### config.mk
export PLATFORM = sky130hd
export DESIGN_NAME = wb_stage_flat
export DESIGN_NICKNAME = d
export VERILOG_FILES = /design/src/rtl/wb_stage_if.sv /design/src/rtl/wb_stage.sv /design/src/flat_wrapper.sv
export SDC_FILE = /design/constraint.sdc
export NUM_CORES = 1
export LEC_CHECK = 0
export BUFFER_PORTS_ARGS = -buffer_cell sky130_fd_sc_hd__buf_2
export CORE_ASPECT_RATIO = 1.75
export CORE_MARGIN = 1
export CORE_UTILIZATION = 56
export CTS_CLUSTER_SIZE = 30
export DETAILED_ROUTE_END_ITERATION = 8
export MAX_ROUTING_LAYER = met4
export PLACE_DENSITY = 0.85
export SLEW_MARGIN = 20
export SYNTH_ARGS = -nofsm -noshare
export SYNTH_HDL_FRONTEND = slang
export SYNTH_SLANG_ARGS = --single-unit
### constraint.sdc
create_clock -name clk -period 8.5 [get_ports clk]
set_input_delay 1.275 -clock clk [delete_from_list [all_inputs] [get_ports clk]]
set_output_delay 1.275 -clock clk [all_outputs]
set_load 0.02 [all_outputs]
### src/rtl/wb_stage_if.sv
// MEM -> write-back bundle: instruction fields, late load data and the register-file write port.
// Handshake: an instruction transfers on a rising edge where valid_in & ready_out & !flush;
// the master holds its fields stable while valid_in is high and ready_out is low.
interface wb_stage_if #(
    parameter int XLEN = 32,
    parameter int RA_W = 5
);
    logic            flush;
    logic            valid_in;
    logic            ready_out;
    logic            Ctl_RegWrite_in;
    logic            Ctl_MemRead_in;
    logic [1:0]      Ctl_WbSel_in;
    logic [2:0]      Funct3_in;
    logic [RA_W-1:0] Rd_in;
    logic [XLEN-1:0] ALUresult_in;
    logic [XLEN-1:0] PCplus4_in;
    logic [XLEN-1:0] MemRdata_in;
    logic            MemRvalid_in;
    logic            Ctl_RegWrite_out;
    logic [RA_W-1:0] Rd_out;
    logic [XLEN-1:0] WriteDatatoReg_out;
    logic            retire_out;

    modport master (
        output flush, valid_in, Ctl_RegWrite_in, Ctl_MemRead_in, Ctl_WbSel_in, Funct3_in,
               Rd_in, ALUresult_in, PCplus4_in, MemRdata_in, MemRvalid_in,
        input  ready_out, Ctl_RegWrite_out, Rd_out, WriteDatatoReg_out, retire_out
    );

    modport slave (
        input  flush, valid_in, Ctl_RegWrite_in, Ctl_MemRead_in, Ctl_WbSel_in, Funct3_in,
               Rd_in, ALUresult_in, PCplus4_in, MemRdata_in, MemRvalid_in,
        output ready_out, Ctl_RegWrite_out, Rd_out, WriteDatatoReg_out, retire_out
    );
endinterface

### src/rtl/wb_stage.sv
// Write-back stage: accepts one instruction per cycle, waits for late load data, extracts and
// extends load data, drives the register-file write port. Optional counter: WB_RETIRE_CNT_EN.
module wb_stage #(
    parameter int XLEN = 32,
    parameter int RA_W = 5
) (
    input  logic        clk,
    input  logic        rst,
    wb_stage_if.slave   bus,
`ifdef WB_RETIRE_CNT_EN
    output logic [63:0] retire_cnt_out,
`endif
    output logic [1:0]  state_dbg_out
);
    localparam int OFF_W = $clog2(XLEN / 8);

    typedef enum logic [1:0] {
        S_EMPTY = 2'd0,
        S_WAIT  = 2'd1,
        S_WRITE = 2'd2
    } state_t;

    state_t          state_q, state_d;
    logic            regwrite_q, regwrite_d;
    logic [1:0]      wbsel_q, wbsel_d;
    logic [2:0]      funct3_q, funct3_d;
    logic [RA_W-1:0] rd_q, rd_d;
    logic [XLEN-1:0] alu_q, alu_d;
    logic [XLEN-1:0] pc4_q, pc4_d;
    logic            rw_out_q, rw_out_d;
    logic [RA_W-1:0] rd_out_q, rd_out_d;
    logic [XLEN-1:0] wdata_q, wdata_d;
    logic            retire_q, retire_d;

    logic            ready;
    logic            accept;
    logic            wr_go;
    logic            src_rw;
    logic [1:0]      src_sel;
    logic [2:0]      src_f3;
    logic [RA_W-1:0] src_rd;
    logic [XLEN-1:0] src_alu;
    logic [XLEN-1:0] src_pc4;

    // Misaligned offsets are masked down to the access size rather than trapped.
    function automatic logic [XLEN-1:0] load_extract(input logic [2:0] f3,
                                                     input logic [OFF_W-1:0] off,
                                                     input logic [XLEN-1:0] raw);
        logic [OFF_W+2:0] sh;
        logic [XLEN-1:0]  s;
        logic [XLEN-1:0]  r;
        case (f3[1:0])
            2'b00:   sh = {off, 3'b000};
            2'b01:   sh = {off & ~OFF_W'(1), 3'b000};
            2'b10:   sh = {off & ~OFF_W'(3), 3'b000};
            default: sh = '0;
        endcase
        s = raw >> sh;
        case (f3)
            3'b000:  r = XLEN'($signed(s[7:0]));
            3'b100:  r = XLEN'(s[7:0]);
            3'b001:  r = XLEN'($signed(s[15:0]));
            3'b101:  r = XLEN'(s[15:0]);
            3'b010:  r = XLEN'($signed(s[31:0]));
            3'b110:  r = XLEN'(s[31:0]);
            default: r = s;
        endcase
        return r;
    endfunction

    assign ready  = (state_q != S_WAIT);
    assign accept = bus.valid_in & ready & ~bus.flush;

    // On accept the write is built straight from the inputs; after WAIT from the latched copy.
    assign src_rw  = accept ? bus.Ctl_RegWrite_in : regwrite_q;
    assign src_sel = accept ? bus.Ctl_WbSel_in    : wbsel_q;
    assign src_f3  = accept ? bus.Funct3_in       : funct3_q;
    assign src_rd  = accept ? bus.Rd_in           : rd_q;
    assign src_alu = accept ? bus.ALUresult_in    : alu_q;
    assign src_pc4 = accept ? bus.PCplus4_in      : pc4_q;

    always_comb begin
        state_d    = state_q;
        regwrite_d = regwrite_q;
        wbsel_d    = wbsel_q;
        funct3_d   = funct3_q;
        rd_d       = rd_q;
        alu_d      = alu_q;
        pc4_d      = pc4_q;
        rw_out_d   = 1'b0;
        rd_out_d   = rd_out_q;
        wdata_d    = wdata_q;
        retire_d   = 1'b0;
        wr_go      = 1'b0;

        if (accept) begin
            regwrite_d = bus.Ctl_RegWrite_in;
            wbsel_d    = bus.Ctl_WbSel_in;
            funct3_d   = bus.Funct3_in;
            rd_d       = bus.Rd_in;
            alu_d      = bus.ALUresult_in;
            pc4_d      = bus.PCplus4_in;
        end

        if (bus.flush) begin
            state_d = S_EMPTY;
        end else begin
            case (state_q)
                S_WAIT: begin
                    if (bus.MemRvalid_in) begin
                        state_d = S_WRITE;
                        wr_go   = 1'b1;
                    end
                end
                default: begin
                    if (accept) begin
                        if (!bus.Ctl_MemRead_in || bus.MemRvalid_in) begin
                            state_d = S_WRITE;
                            wr_go   = 1'b1;
                        end else begin
                            state_d = S_WAIT;
                        end
                    end else begin
                        state_d = S_EMPTY;
                    end
                end
            endcase
        end

        if (wr_go) begin
            rw_out_d = src_rw & (src_rd != '0);
            rd_out_d = src_rd;
            retire_d = 1'b1;
            case (src_sel)
                2'b01:   wdata_d = load_extract(src_f3, src_alu[OFF_W-1:0], bus.MemRdata_in);
                2'b10:   wdata_d = src_pc4;
                default: wdata_d = src_alu;
            endcase
        end
    end

    always_ff @(posedge clk) begin
        if (rst) begin
            state_q    <= S_EMPTY;
            regwrite_q <= 1'b0;
            wbsel_q    <= '0;
            funct3_q   <= '0;
            rd_q       <= '0;
            alu_q      <= '0;
            pc4_q      <= '0;
            rw_out_q   <= 1'b0;
            rd_out_q   <= '0;
            wdata_q    <= '0;
            retire_q   <= 1'b0;
        end else begin
            state_q    <= state_d;
            regwrite_q <= regwrite_d;
            wbsel_q    <= wbsel_d;
            funct3_q   <= funct3_d;
            rd_q       <= rd_d;
            alu_q      <= alu_d;
            pc4_q      <= pc4_d;
            rw_out_q   <= rw_out_d;
            rd_out_q   <= rd_out_d;
            wdata_q    <= wdata_d;
            retire_q   <= retire_d;
        end
    end

`ifdef WB_RETIRE_CNT_EN
    logic [63:0] retire_cnt_q, retire_cnt_d;

    assign retire_cnt_d = retire_cnt_q + 64'(retire_q);

    always_ff @(posedge clk) begin
        if (rst) retire_cnt_q <= '0;
        else     retire_cnt_q <= retire_cnt_d;
    end

    assign retire_cnt_out = retire_cnt_q;
`endif

    assign bus.ready_out          = ready;
    assign bus.Ctl_RegWrite_out   = rw_out_q;
    assign bus.Rd_out             = rd_out_q;
    assign bus.WriteDatatoReg_out = wdata_q;
    assign bus.retire_out         = retire_q;
    assign state_dbg_out          = state_q;
endmodule
### src/flat_wrapper.sv
// flat-port wrapper written by rule: the top's interface ports become plain ports
module wb_stage_flat 
#(
    parameter int XLEN = 32,
    parameter int RA_W = 5
)
  (clk, rst, state_dbg_out, bus_flush, bus_valid_in, bus_Ctl_RegWrite_in, bus_Ctl_MemRead_in, bus_Ctl_WbSel_in, bus_Funct3_in, bus_Rd_in, bus_ALUresult_in, bus_PCplus4_in, bus_MemRdata_in, bus_MemRvalid_in, bus_ready_out, bus_Ctl_RegWrite_out, bus_Rd_out, bus_WriteDatatoReg_out, bus_retire_out);
  wb_stage_if #(.XLEN(XLEN), .RA_W(RA_W)) bus_i ();
  input  logic clk;
  input  logic rst;
  output logic [1:0] state_dbg_out;
  input wire logic [$bits(bus_i.flush)-1:0] bus_flush;
  input wire logic [$bits(bus_i.valid_in)-1:0] bus_valid_in;
  input wire logic [$bits(bus_i.Ctl_RegWrite_in)-1:0] bus_Ctl_RegWrite_in;
  input wire logic [$bits(bus_i.Ctl_MemRead_in)-1:0] bus_Ctl_MemRead_in;
  input wire logic [$bits(bus_i.Ctl_WbSel_in)-1:0] bus_Ctl_WbSel_in;
  input wire logic [$bits(bus_i.Funct3_in)-1:0] bus_Funct3_in;
  input wire logic [$bits(bus_i.Rd_in)-1:0] bus_Rd_in;
  input wire logic [$bits(bus_i.ALUresult_in)-1:0] bus_ALUresult_in;
  input wire logic [$bits(bus_i.PCplus4_in)-1:0] bus_PCplus4_in;
  input wire logic [$bits(bus_i.MemRdata_in)-1:0] bus_MemRdata_in;
  input wire logic [$bits(bus_i.MemRvalid_in)-1:0] bus_MemRvalid_in;
  output wire logic [$bits(bus_i.ready_out)-1:0] bus_ready_out;
  output wire logic [$bits(bus_i.Ctl_RegWrite_out)-1:0] bus_Ctl_RegWrite_out;
  output wire logic [$bits(bus_i.Rd_out)-1:0] bus_Rd_out;
  output wire logic [$bits(bus_i.WriteDatatoReg_out)-1:0] bus_WriteDatatoReg_out;
  output wire logic [$bits(bus_i.retire_out)-1:0] bus_retire_out;
  assign bus_i.flush = bus_flush;
  assign bus_i.valid_in = bus_valid_in;
  assign bus_i.Ctl_RegWrite_in = bus_Ctl_RegWrite_in;
  assign bus_i.Ctl_MemRead_in = bus_Ctl_MemRead_in;
  assign bus_i.Ctl_WbSel_in = bus_Ctl_WbSel_in;
  assign bus_i.Funct3_in = bus_Funct3_in;
  assign bus_i.Rd_in = bus_Rd_in;
  assign bus_i.ALUresult_in = bus_ALUresult_in;
  assign bus_i.PCplus4_in = bus_PCplus4_in;
  assign bus_i.MemRdata_in = bus_MemRdata_in;
  assign bus_i.MemRvalid_in = bus_MemRvalid_in;
  assign bus_ready_out = bus_i.ready_out;
  assign bus_Ctl_RegWrite_out = bus_i.Ctl_RegWrite_out;
  assign bus_Rd_out = bus_i.Rd_out;
  assign bus_WriteDatatoReg_out = bus_i.WriteDatatoReg_out;
  assign bus_retire_out = bus_i.retire_out;
  wb_stage #(.XLEN(XLEN), .RA_W(RA_W)) u_core (.clk(clk), .rst(rst), .bus(bus_i), .state_dbg_out(state_dbg_out));
endmodule
==> out/results.txt <==
Status: completed
RSZ-0062 raised after global routing: no
Fin crit share: 50.6%
Final setup TNS: 0 ns
Nets: 845
Pwr/cell area: 223 mW/mm^2
First-pass GRT wire length: 25.0 mm
P_int: 1130 uW
Via count: 5188
Tot Pwr: 1530 uW
Worst-Margin Slew: 0.924 ns
Core ar.: 0.00947 mm^2
Flop pwr share: 38.3%
Min-delay worst type: flop to flop
Final WS setup: 4.20 ns
Reg-to-reg endpoint: u_core.bus.WriteDatatoReg_out[23]$_SDFFE_PP0P_
Max-slew violations: 0
Via density: 6.00
Cell with the most instances after synthesis: dfxtp_1
Max Buffers Root-to-Sink: 2
Main synth FF type: dfxtp_1
Worst vdd ir: 0.160 mV
Final setup fails: 0
Fill cells: 718
Reg clk slew, reported paths: 0.05 ns
Yosys warnings: 0
HPWL Detailed: 11.1 mm
Family with the most delay on the worst path: buffers and inverters
Sequential cell area fraction in the yosys report: 42.4%
Syn Inst Count: 595
Crit-path cells: buf_2 > and2b_4 > nand2_4 > buf_4 > mux2i_2 > nor2b_1 > a211o_1 > a32o_1
Initial DRC Count: 380
IO buf count: 154
# DRC: 0
Post-synthesis cell area: 0.00547 mm^2
Die height: 133 um
Yosys reg bits: 116
Slew Limit Headroom: 38.4%
Part of the power in the clock network: 46.2%
WHS Endpoint: u_core.pc4_q[3]$_SDFF_PP0_
Slowest cell on crit path: buf_4
# diodes: 0
GRT Residual Overflow: 0
Most area-hungry cell type in the Yosys netlist: dfxtp_1
Kind of critical path: primary input to flop
GRT Util Overall: 32.7%
Flop-to-flop setup slack: 4.72 ns
Skew final: 0.0106 ns
Dpl ws: 3.54 ns
Vias in the first global route: 5126
Count of different cell masters after synthesis: 49
Resized cells post-CTS: 0
Row count: 47
WP buf/inv: 2
Die W: 76.7 um
Sw Share: 26.2%
Max_cap viols: 0
R2R Path Start: u_core.state_dbg_out[1]$_SDFFE_PP0P_
Comb pwr share: 15.5%
Post-synth EDFFs: 0
Slowest stage delay, CP: 0.79 ns
NetSw: 401 uW
Antenna Nets Post-Route: 0
I/O pin total: 155
Root Driver: clkbuf_16
CP Launch Type: primary input
Hold Startpoint: u_core.pc4_q[3]$_SDFF_PP0_
Syn_nets: 710
Worst Path Required: 8.81 ns
Fin. Hold Viols: 0
Hold_buf cts: 0
Clock latency on the worst-skew pair: 0.41 ns
GP Congestion: 0.895
WL final: 16.1 mm
First-pass DRT Iterations: 5
WL/cell: 18.6 um
Post-synth ARST share: 0%
Leakage power: 0.00320 uW
F_max: 233 MHz
FF-to-FF path depth: 8
Crit path time final: 4.30 ns
Crit end category: flop
Post-Syn Area per Cell: 9.20 um^2
Synth cell count leaders: dfxtp_1, nor2_1, a21oi_1, mux2i_1, clkbuf_1
Largest net degree at the start of global routing: 77
WP data arrival: 4.61 ns
Hold Crit Depth: 2
Top cell type's share of synthesized area: 42.4%
WHS: 0.486 ns
Area Overhead vs Synth: 25.5%
Initial core utilization: 57.8%
Initial antenna violation count: 0
CTS tree: yes
Top cells by area, synth: dfxtp_1, mux2i_1, nor2_1
Full die area: 0.0102 mm^2
Cts bufs inserted: 17
H-tree Lvls: 4
# clock sinks: 116
Crit Path Max Fanout: 55
Layout cells sized above 1: 29.5%
Post-CTS Setup Bufs: 0
-- power by group through the flow --
stage	clock network (uW)	registers (uW)	logic (uW)
finish	706	586	238
global route	732	587	256
CTS	708	585	235
detailed placement	0	596	231
global placement	0	595	224
floorplan	0	606	143
-- cells by family after synthesis --
group	after synthesis	synth area share, %
AOI/OAI and AO/OA	153	19.2
adders and majority gates	2	0.457
buffers and inverters	52	3.96
DFF	116	42.4
muxes	82	17.1
and+or+nand+nor	190	16.8
-- worst max-delay path by stage --
stage | start | endpoint | slack, ns | cells after the start
after floorplan | bus_flush | u_core.bus.WriteDatatoReg_out[16]$_SDFFE_PP0P_ | 4.49 | 13
after detailed placement | bus_flush | u_core.bus.WriteDatatoReg_out[23]$_SDFFE_PP0P_ | 3.54 | 8
after global placement | bus_flush | u_core.bus.WriteDatatoReg_out[23]$_SDFFE_PP0P_ | 3.68 | 8
after CTS | bus_flush | u_core.bus.WriteDatatoReg_out[23]$_SDFFE_PP0P_ | 3.95 | 8
final | bus_flush | u_core.bus.WriteDatatoReg_out[23]$_SDFFE_PP0P_ | 4.20 | 8
after global routing | bus_flush | u_core.bus.WriteDatatoReg_out[19]$_SDFFE_PP0P_ | 3.96 | 8
-- final cells by class --
cell class | instances | area, um^2 | share of cell area [%]
clock inverter | 8 | 98.8 | 1.44
sequential | 116 | 2320 | 33.8
tap | 122 | 153 | 2.22
timing repair buffer | 161 | 826 | 12.0
clock buffer | 24 | 492 | 7.16
multi-input combinational | 427 | 2950 | 42.9
inverter | 7 | 26.3 | 0.383
-- per-layer routing --
| layer | GRT usage (%) | part of all wire, % | vias up |
|---|---|---|---|
| met4 | 20.7 | 4.7 | 0 |
| met1 | 35.5 | 38 | 2437 |
| li1 | - | - | 2432 |
| met5 | - | 0 | - |
| met3 | 6.28 | 6.6 | 56 |
| met2 | 54.2 | 51 | 263 |
-- worst reg2reg max path: cells and delay by family, from the launching register on --
| kind | cells | cell delay [ns] |
|---|---|---|
| multiplexers | 1 | 0.73 |
| buffers and inverters | 2 | 0.95 |
| flip-flops | 1 | 0.34 |
| AO/OA/AOI/OAI | 2 | 0.77 |
| AND/OR/NAND/NOR | 3 | 0.90 |
-- per-stage QoR --
stage               utilization (%)  area (um^2)  instances
floorplan                         -         5470        595
global placement               66.2         6270        833
detailed placement             66.2         6270        833
CTS                            72.5         6860        865
global route                   72.5         6870        865
finish                         72.5         6870        865
-- state kept, by name, indices dropped and copies added, names as in the netlist --
signal                         cells
u_core.bus.Ctl_RegWrite_out        1
u_core.state_dbg_out               2
u_core.bus.retire_out              1
u_core.regwrite_q                  1
u_core.pc4_q                      32
u_core.alu_q                      32
u_core.rd_q                        5
u_core.bus.WriteDatatoReg_out     32
u_core.wbsel_q                     2
u_core.funct3_q                    3
u_core.bus.Rd_out                  5
-- layout by cell type, fill, tap and decap left out, drive strengths merged, types with 2 or more instances in the layout --
master / Yosys / routed
mux2: 10 / 10
mux2i: 64 / 64
bufinv: 0 / 2
a311oi: 8 / 8
clkinvlp: 0 / 2
a32o: 8 / 8
o221ai: 8 / 8
dfxtp: 116 / 116
a2111oi: 8 / 8
a211o: 8 / 8
inv: 6 / 6
a221oi: 9 / 9
buf: 16 / 161
o21ai: 10 / 10
a21oi: 69 / 69
nand4b: 3 / 3
or3: 3 / 3
nor2b: 20 / 20
a21boi: 2 / 2
nor2: 107 / 107
ha: 2 / 2
nor3: 3 / 3
nand2b: 9 / 9
a21o: 8 / 8
nand3: 9 / 9
a211oi: 13 / 13
nor4: 2 / 2
mux4: 8 / 8
nor3b: 8 / 8
clkbuf: 29 / 24
or4: 2 / 2
clkinv: 1 / 5
nand2: 21 / 21
Note: power is estimated with default switching activity, not from simulation.
